### src/rtl/median_result_packer.sv
// Packs median-filter result bits LSB-first into RAM words.
// Tracks bit/ones counts, flags frame completion and late strobes.
module median_result_packer #(
  parameter int OUT_COLS   = 238,
  parameter int OUT_ROWS   = 178,
  parameter int WORD_WIDTH = 8,
  parameter int ADDR_WIDTH = 13
) (
  input  logic                  clk,
  input  logic                  reset,
  input  logic                  start,
  input  logic                  medianValid,
  input  logic                  medianBit,
  output logic                  writeEnable,
  output logic [ADDR_WIDTH-1:0] writeAddress,
  output logic [WORD_WIDTH-1:0] writeData,
  output logic [15:0]           bitCount,
  output logic [15:0]           onesCount,
  output logic                  packDone,
  output logic                  overflowError
);

  localparam int TOTAL = OUT_COLS * OUT_ROWS;
  localparam int CW    = $clog2(TOTAL + 1);
  localparam int IW    = (WORD_WIDTH > 1) ? $clog2(WORD_WIDTH) : 1;

  typedef enum logic [1:0] {
    IDLE,
    PACK,
    FLUSH,
    DONE
  } state_t;

  state_t                state_q, state_d;
  logic                  we_q, we_d;
  logic [ADDR_WIDTH-1:0] waddr_q, waddr_d;
  logic [WORD_WIDTH-1:0] wdata_q, wdata_d;
  logic [15:0]           bit_cnt_q, bit_cnt_d;
  logic [15:0]           ones_q, ones_d;
  logic                  done_q, done_d;
  logic                  ovf_q, ovf_d;
  logic [WORD_WIDTH-1:0] shift_q, shift_d;
  logic [IW-1:0]         bit_idx_q, bit_idx_d;
  logic [ADDR_WIDTH-1:0] word_addr_q, word_addr_d;
  logic [CW-1:0]         acc_q, acc_d;

  logic [WORD_WIDTH-1:0] word;
  logic                  last;
  logic                  full;

  always_comb begin
    state_d     = state_q;
    we_d        = 1'b0;
    waddr_d     = waddr_q;
    wdata_d     = wdata_q;
    bit_cnt_d   = bit_cnt_q;
    ones_d      = ones_q;
    done_d      = done_q;
    ovf_d       = ovf_q;
    shift_d     = shift_q;
    bit_idx_d   = bit_idx_q;
    word_addr_d = word_addr_q;
    acc_d       = acc_q;
    word = shift_q | (WORD_WIDTH'(medianBit) << bit_idx_q);
    last = (acc_q == CW'(TOTAL - 1));
    full = (bit_idx_q == IW'(WORD_WIDTH - 1));

    if (!start) begin
      state_d     = IDLE;
      waddr_d     = '0;
      wdata_d     = '0;
      bit_cnt_d   = '0;
      ones_d      = '0;
      done_d      = 1'b0;
      ovf_d       = 1'b0;
      shift_d     = '0;
      bit_idx_d   = '0;
      word_addr_d = '0;
      acc_d       = '0;
    end else begin
      unique case (state_q)
        IDLE: state_d = PACK;
        PACK: begin
          if (medianValid) begin
            acc_d = acc_q + CW'(1);
            if (bit_cnt_q != 16'hFFFF)
              bit_cnt_d = bit_cnt_q + 16'd1;
            if (medianBit && ones_q != 16'hFFFF)
              ones_d = ones_q + 16'd1;
            if (full || last) begin
              // Write is registered here so it lands one cycle after the strobe.
              we_d      = 1'b1;
              wdata_d   = word;
              waddr_d   = word_addr_q;
              shift_d   = '0;
              bit_idx_d = '0;
              if (!last)
                word_addr_d = word_addr_q + ADDR_WIDTH'(1);
              if (last)
                state_d = full ? DONE : FLUSH;
            end else begin
              shift_d   = word;
              bit_idx_d = bit_idx_q + IW'(1);
            end
          end
        end
        FLUSH: begin
          done_d  = 1'b1;
          state_d = DONE;
          if (medianValid)
            ovf_d = 1'b1;
        end
        DONE: begin
          done_d = 1'b1;
          if (medianValid)
            ovf_d = 1'b1;
        end
        default: state_d = IDLE;
      endcase
    end
  end

  always_ff @(posedge clk or posedge reset) begin
    if (reset) begin
      state_q     <= IDLE;
      we_q        <= 1'b0;
      waddr_q     <= '0;
      wdata_q     <= '0;
      bit_cnt_q   <= '0;
      ones_q      <= '0;
      done_q      <= 1'b0;
      ovf_q       <= 1'b0;
      shift_q     <= '0;
      bit_idx_q   <= '0;
      word_addr_q <= '0;
      acc_q       <= '0;
    end else begin
      state_q     <= state_d;
      we_q        <= we_d;
      waddr_q     <= waddr_d;
      wdata_q     <= wdata_d;
      bit_cnt_q   <= bit_cnt_d;
      ones_q      <= ones_d;
      done_q      <= done_d;
      ovf_q       <= ovf_d;
      shift_q     <= shift_d;
      bit_idx_q   <= bit_idx_d;
      word_addr_q <= word_addr_d;
      acc_q       <= acc_d;
    end
  end

  assign writeEnable   = we_q;
  assign writeAddress  = waddr_q;
  assign writeData     = wdata_q;
  assign bitCount      = bit_cnt_q;
  assign onesCount     = ones_q;
  assign packDone      = done_q;
  assign overflowError = ovf_q;

endmodule

### config.mk
export PLATFORM = sky130hd
export DESIGN_NAME = median_result_packer
export DESIGN_NICKNAME = d
export VERILOG_FILES = /design/src/rtl/median_result_packer.sv
export SDC_FILE = /design/constraint.sdc
export NUM_CORES = 1
export LEC_CHECK = 0
export CAP_MARGIN = 20
export CORE_ASPECT_RATIO = 1.2
export CORE_MARGIN = 5
export CORE_UTILIZATION = 40
export CTS_CLUSTER_DIAMETER = 150
export CTS_CLUSTER_SIZE = 28
export DETAILED_ROUTE_END_ITERATION = 10
export GPL_TIMING_DRIVEN = 0
export PLACE_DENSITY = 0.68
export SYNTH_ARGS = -nofsm -noshare
export SYNTH_HDL_FRONTEND = slang
export SYNTH_SLANG_ARGS = --single-unit
### constraint.sdc
create_clock -name clk -period 4.05 [get_ports clk]
set_input_delay 0.81 -clock clk [delete_from_list [all_inputs] [get_ports clk]]
set_output_delay 0.81 -clock clk [all_outputs]
set_load 0.01 [all_outputs]
== Yosys cells after proc, flatten, opt, wreduce, memory -nomap -nowiden ==
Cells that the tools add are included.
Word-level totals
  flip-flop bits (word level): 98
  latch bits: 0
  RAM bits: 0
  bits in read-only memories: 0
  input bits: 5
  output and inout port bits: 56
  memories: 0
Operators by class
  add/sub/neg operators: 5
  multiply operators: 0
  divide/modulo/power cells: 0
  $lt $le $gt $ge: 0
  equality and inequality tests: 18
  shifts and indexed selects: 1
  mux-type cells: 47
  bitwise operators: 1
  reductions and logical operators: 11
Operators with widths (number)
  two-way mux 16 bit: 11
  two-way mux 13 bit: 9
  two-way mux 8 bit: 8
  adder 16 x 1 -> 16 bit, second input constant: 3
  != test 16 bit, second input constant: 2
  equality test 16 bit, second input constant: 1
  adder 13 x 1 -> 13 bit, second input constant: 1
  two-way mux 3 bit: 4
  two-way mux 1 bit: 10
  != test 2 x 1 -> 1 bit, second input constant: 5
  != test 3 bit, second input constant: 3
  AND reduction 3 bit: 3
  two-way mux 2 bit: 4
  bitwise OR 8 bit: 1
  AND reduction 4 bit: 2
  << shifter 1 x 3 -> 8 bit: 1
  case mux 2 bit (3 select lines): 1
  equality test 2 bit, second input constant: 2
  != test 2 bit, second input constant: 2
  != test 4 x 1 -> 1 bit, second input constant: 1
  AND reduction 2 bit: 2
  adder 3 x 1 -> 3 bit, second input constant: 1
  equality test 3 bit, second input constant: 1
  equality test 2 x 1 -> 1 bit, second input constant: 1
  4 further kinds: 4

== Longest topological paths before layout ==
  word-level depth: 7
  mapped depth: 8
  depth with buffers taken out: 6

== Worst setup path before layout ==
OpenSTA, ideal clock, no wires.
  path type: input -> register
  start: input medianValid
  end: register ones_q[15] (netlist: onesCount[15])
  setup time: 0.120 ns
  arrival: 2.146 ns
  required time: 3.930 ns
  setup slack: 1.784 ns
  stages on the path: 5
  path buffers: 1
  cell sequence: nand4_2 -> or4_1 -> buf_2 -> or4_1 -> o211a_1
On the way
  longest elaborated chain between the ends: 2
Ends and longest elaborated chain
  start: declaration: line 12  | input logic medianValid,
  != test 2 x 1 -> 1 bit (no line)
  AND reduction 3 bit (no line)
  end signal: assignment: line 143  | ones_q <= ones_d;
  end: declaration: line 39  | logic [15:0] ones_q, ones_d;
No other way between the ends.
A chain may end at the register's enable or synchronous reset.

== Final worst setup path ==
  start: input start
  end: register ones_q[13] (netlist: onesCount[13])
On the way
  longest elaborated chain between the ends: 2
  elaborated cells on any way between the ends: 5
  those cells by class: eq/ne: 3; mux: 1; reduce/logical: 1
Ends and longest elaborated chain
  start: declaration: line 11  | input logic start,
  != test 2 x 1 -> 1 bit (no line)
  AND reduction 3 bit (no line)
Several ways; a longest one is shown, not always the timed one.

==> flow_metrics.py <==
metrics = {
    "routing": {
        "wirelength_um": 13200,
        "wire_per_inst_um": 16.5,
        "ant_nets": 0,
        "first_pass_iters": 5,
        "first_iter_violations": 250,
        "drcViolationCount": 0,
        "vias_per_cell": 5.59,
        "vias": 4468,
    },
    "grt": {
        "grt_max_degree": 71,
        "grt-ovfl-total": 0,
        "grt_pass1_wl_um": 22200,
        "grt_pass1_vias": 4552,
        "grt_use_total_pct": 17.7,
        "antenna_found_initial": 0,
    },
    "placement": {
        "gp_congestion": 0.815,
        "placed_area_um2": 6020,
        "portBuffers": 60,
        "hpwlAfterDp_um": 9460,
    },
    "timing": {
        "period_needed_ps": 2840,
        "rsz0062_at_grt": "false",
        "setup_viol": 0,
        "holdWs_ps": 510,
        "timing.fmax_mhz": 352,
        "finalHoldViolations": 0,
        "finalCritPeriodShare_pct": 70.1,
        "slew_viol_final": 0,
        "slew_headroom_pct": 34.8,
        "worstMarginPinSlew_ps": 970,
        "skew_ps": 8.22,
    },
    "floorplanning": {
        "die-area_um2": 15400,
        "row_count": 45,
        "fp.dieH_um": 135,
        "start_util_pct": 40.9,
        "die_w_um": 114,
        "coreArea_um2": 12700,
        "design.portCount": 61,
    },
    "clock_tree": {
        "post_cts_buffers": 0,
        "cts_hold_buffers": 0,
        "htreeDepth": 3,
        "path_clk_slew_ps": 70,
        "clk_latency_ps": 350,
        "cts_root_buffer": "clkbuf_16",
        "cts.path.max_buffers": 2,
        "post_cts_resized": 0,
        "cts.sinks": 98,
        "cts_inserted_buffers": 9,
        "cts_tree": "done",
    },
    "final_layout": {
        "n_antenna_cell": 0,
        "final_common_cell": "dfrtp_1",
        "layout-drive-gt1-share_pct": 5.04,
        "final_area_um2": 6320,
        "area_delta_synth_final_pct": 21.8,
        "layout_common_cells": "dfrtp_1 (98), nand2_1 (95), clkdlybuf4s50_1 (60)",
        "nets": 645,
    },
    "yosys": {
        "syn_area_um2": 5190,
        "avgSynthCellArea_um2": 9.30,
        "syn_nets": 573,
        "yosys_warnings": 0,
        "postSynthCellCount": 558,
        "synth-seq-cells": 98,
        "yosysUniqueCellTypes": 47,
        "ys_seq_area_share_pct": 47.3,
        "ys.flop_type": "dfrtp_1",
        "synth_edf_count": 0,
        "async_flop_share_pct": 100,
    },
    "power": {
        "ir_drop_mv": 0.184,
        "p_per_area_nw_per_um2": 339,
        "total_leakage_power_nw": 2.48,
    },
    "worst_setup_path": {
        "worstSetupEndpointType": "register",
        "worstPathRequired_ps": 4310,
        "worstSetupPathType": "in -> reg",
        "critPathSlowestCell": "clkdlybuf4s50_1",
        "path_cells": "clkdlybuf4s50_1 > clkbuf_1 > clkbuf_1 > buf_1 > nand2_1 > mux2i_1",
        "cp-start-kind": "input pin",
        "slowest_delay_ps": 560,
        "worstPathArrival_ps": 3100,
        "cp_common_cell": "clkbuf_1",
        "cp_max_fo": 10,
    },
    "min_path": {
        "hold_class": "reg -> reg",
    },
    "run_status": {
        "status": "finished, final reports clean",
    },
    "flow_run": {
        "max_cap_violations": 0,
    },
}
[per-layer routing]
metal	vias to the layer above	global-route usage, %	share of wire [%]
met3	16	2.47	4.5
met4	0	7.13	1.4
li1	2144	-	-
met1	2206	22.4	43
met2	102	30.4	51
met5	-	0	0
[final timing paths]
path | start | end | slack, ps | cells after the start
setup / recovery | start | onesCount[13] | 1210 | 6
max in group asynchronous | reset | acc_q[4] | 2580 | 3
hold reg to reg | shift_q[1] | shift_q[1] | 510 | 1
setup reg to reg | state_q[1] | onesCount[15] | 1630 | 8
hold / removal | shift_q[1] | shift_q[1] | 510 | 1
min in group asynchronous | reset | onesCount[8] | 810 | 2
[worst max-delay path: cells and delay by family]
| kind | cells | cell delay, ps |
|---|---|---|
| simple gates | 1 | 130 |
| mux | 1 | 170 |
| buf+inv | 4 | 1990 |
[report_power, final]
part	internal (W)	total (W)	switching [W]	leakage, nW
Clock	0.000478	0.000859	0.000381	0.142
Combinational	0.0000907	0.000254	0.000163	0.972
Sequential	0.00100	0.00103	0.0000273	1.37
Total	0.00157	0.00214	0.000571	2.48
[flip-flops by register name, indices dropped and copies added, names as in the netlist]
name           flops
bit_idx_q          3
acc_q             16
word_addr_q       13
bitCount          16
writeAddress      13
packDone           1
writeData          8
shift_q            8
state_q            2
overflowError      1
writeEnable        1
onesCount         16
[synthesized netlist by cell type (5+ instances only)]
| cell type | n | share of area (%) |
|---|---|---|
| buf_2 | 5 | 0.48 |
| and4_1 | 10 | 1.7 |
| and3_1 | 7 | 0.84 |
| or3_1 | 16 | 1.9 |
| o31ai_1 | 9 | 1.3 |
| clkbuf_1 | 23 | 1.7 |
| nand4_1 | 19 | 2.3 |
| dfrtp_1 | 98 | 47 |
| mux2i_1 | 42 | 8.1 |
| nor3_1 | 12 | 1.2 |
| nand3_1 | 19 | 1.8 |
| xor2_1 | 7 | 1.2 |
| nor2_1 | 19 | 1.4 |
| nand2b_1 | 23 | 2.8 |
| nand2_1 | 95 | 6.9 |
| inv_1 | 13 | 0.94 |
| o21ai_0 | 27 | 2.6 |
| a21oi_1 | 47 | 4.5 |
| ha_1 | 10 | 2.4 |
| or4_1 | 12 | 1.7 |
[metrics by stage]
step | cells | utilization [%] | setup TNS (ps) | setup WS, ps | power [W]
after global placement | 782 | 47.3 | -81540 | -836 | 0.00129
final | 799 | 49.9 | 0 | 1210 | 0.00214
after CTS | 799 | 49.9 | 0 | 1210 | 0.00215
after floorplan | 558 | - | 0 | 678 | 0.00121
after global routing | 799 | 49.9 | 0 | 995 | 0.00223
after detailed placement | 783 | 47.5 | 0 | 855 | 0.00130
[cell families after synthesis]
| family | after synthesis | synth area share, % |
|---|---|---|
| xor gates and xnor gates | 9 | 1.52 |
| adders and majority gates | 10 | 2.41 |
| AOI/OAI and AO/OA | 105 | 12.0 |
| buffers and inverters | 47 | 3.76 |
| and+or+nand+nor | 247 | 24.9 |
| muxes | 42 | 8.10 |
| DFF | 98 | 47.3 |
[cell type report]
type / instances / area, µm²
buffer: 34 / 146
clock buffer: 9 / 225
clock inverter: 7 / 68.8
fill: 1161 / 6350
inverter: 13 / 51.3
multi-input combinational: 413 / 2540
sequential: 98 / 2450
tap: 164 / 205
timing repair buffer: 61 / 628
(Power assumes the default switching activity.)
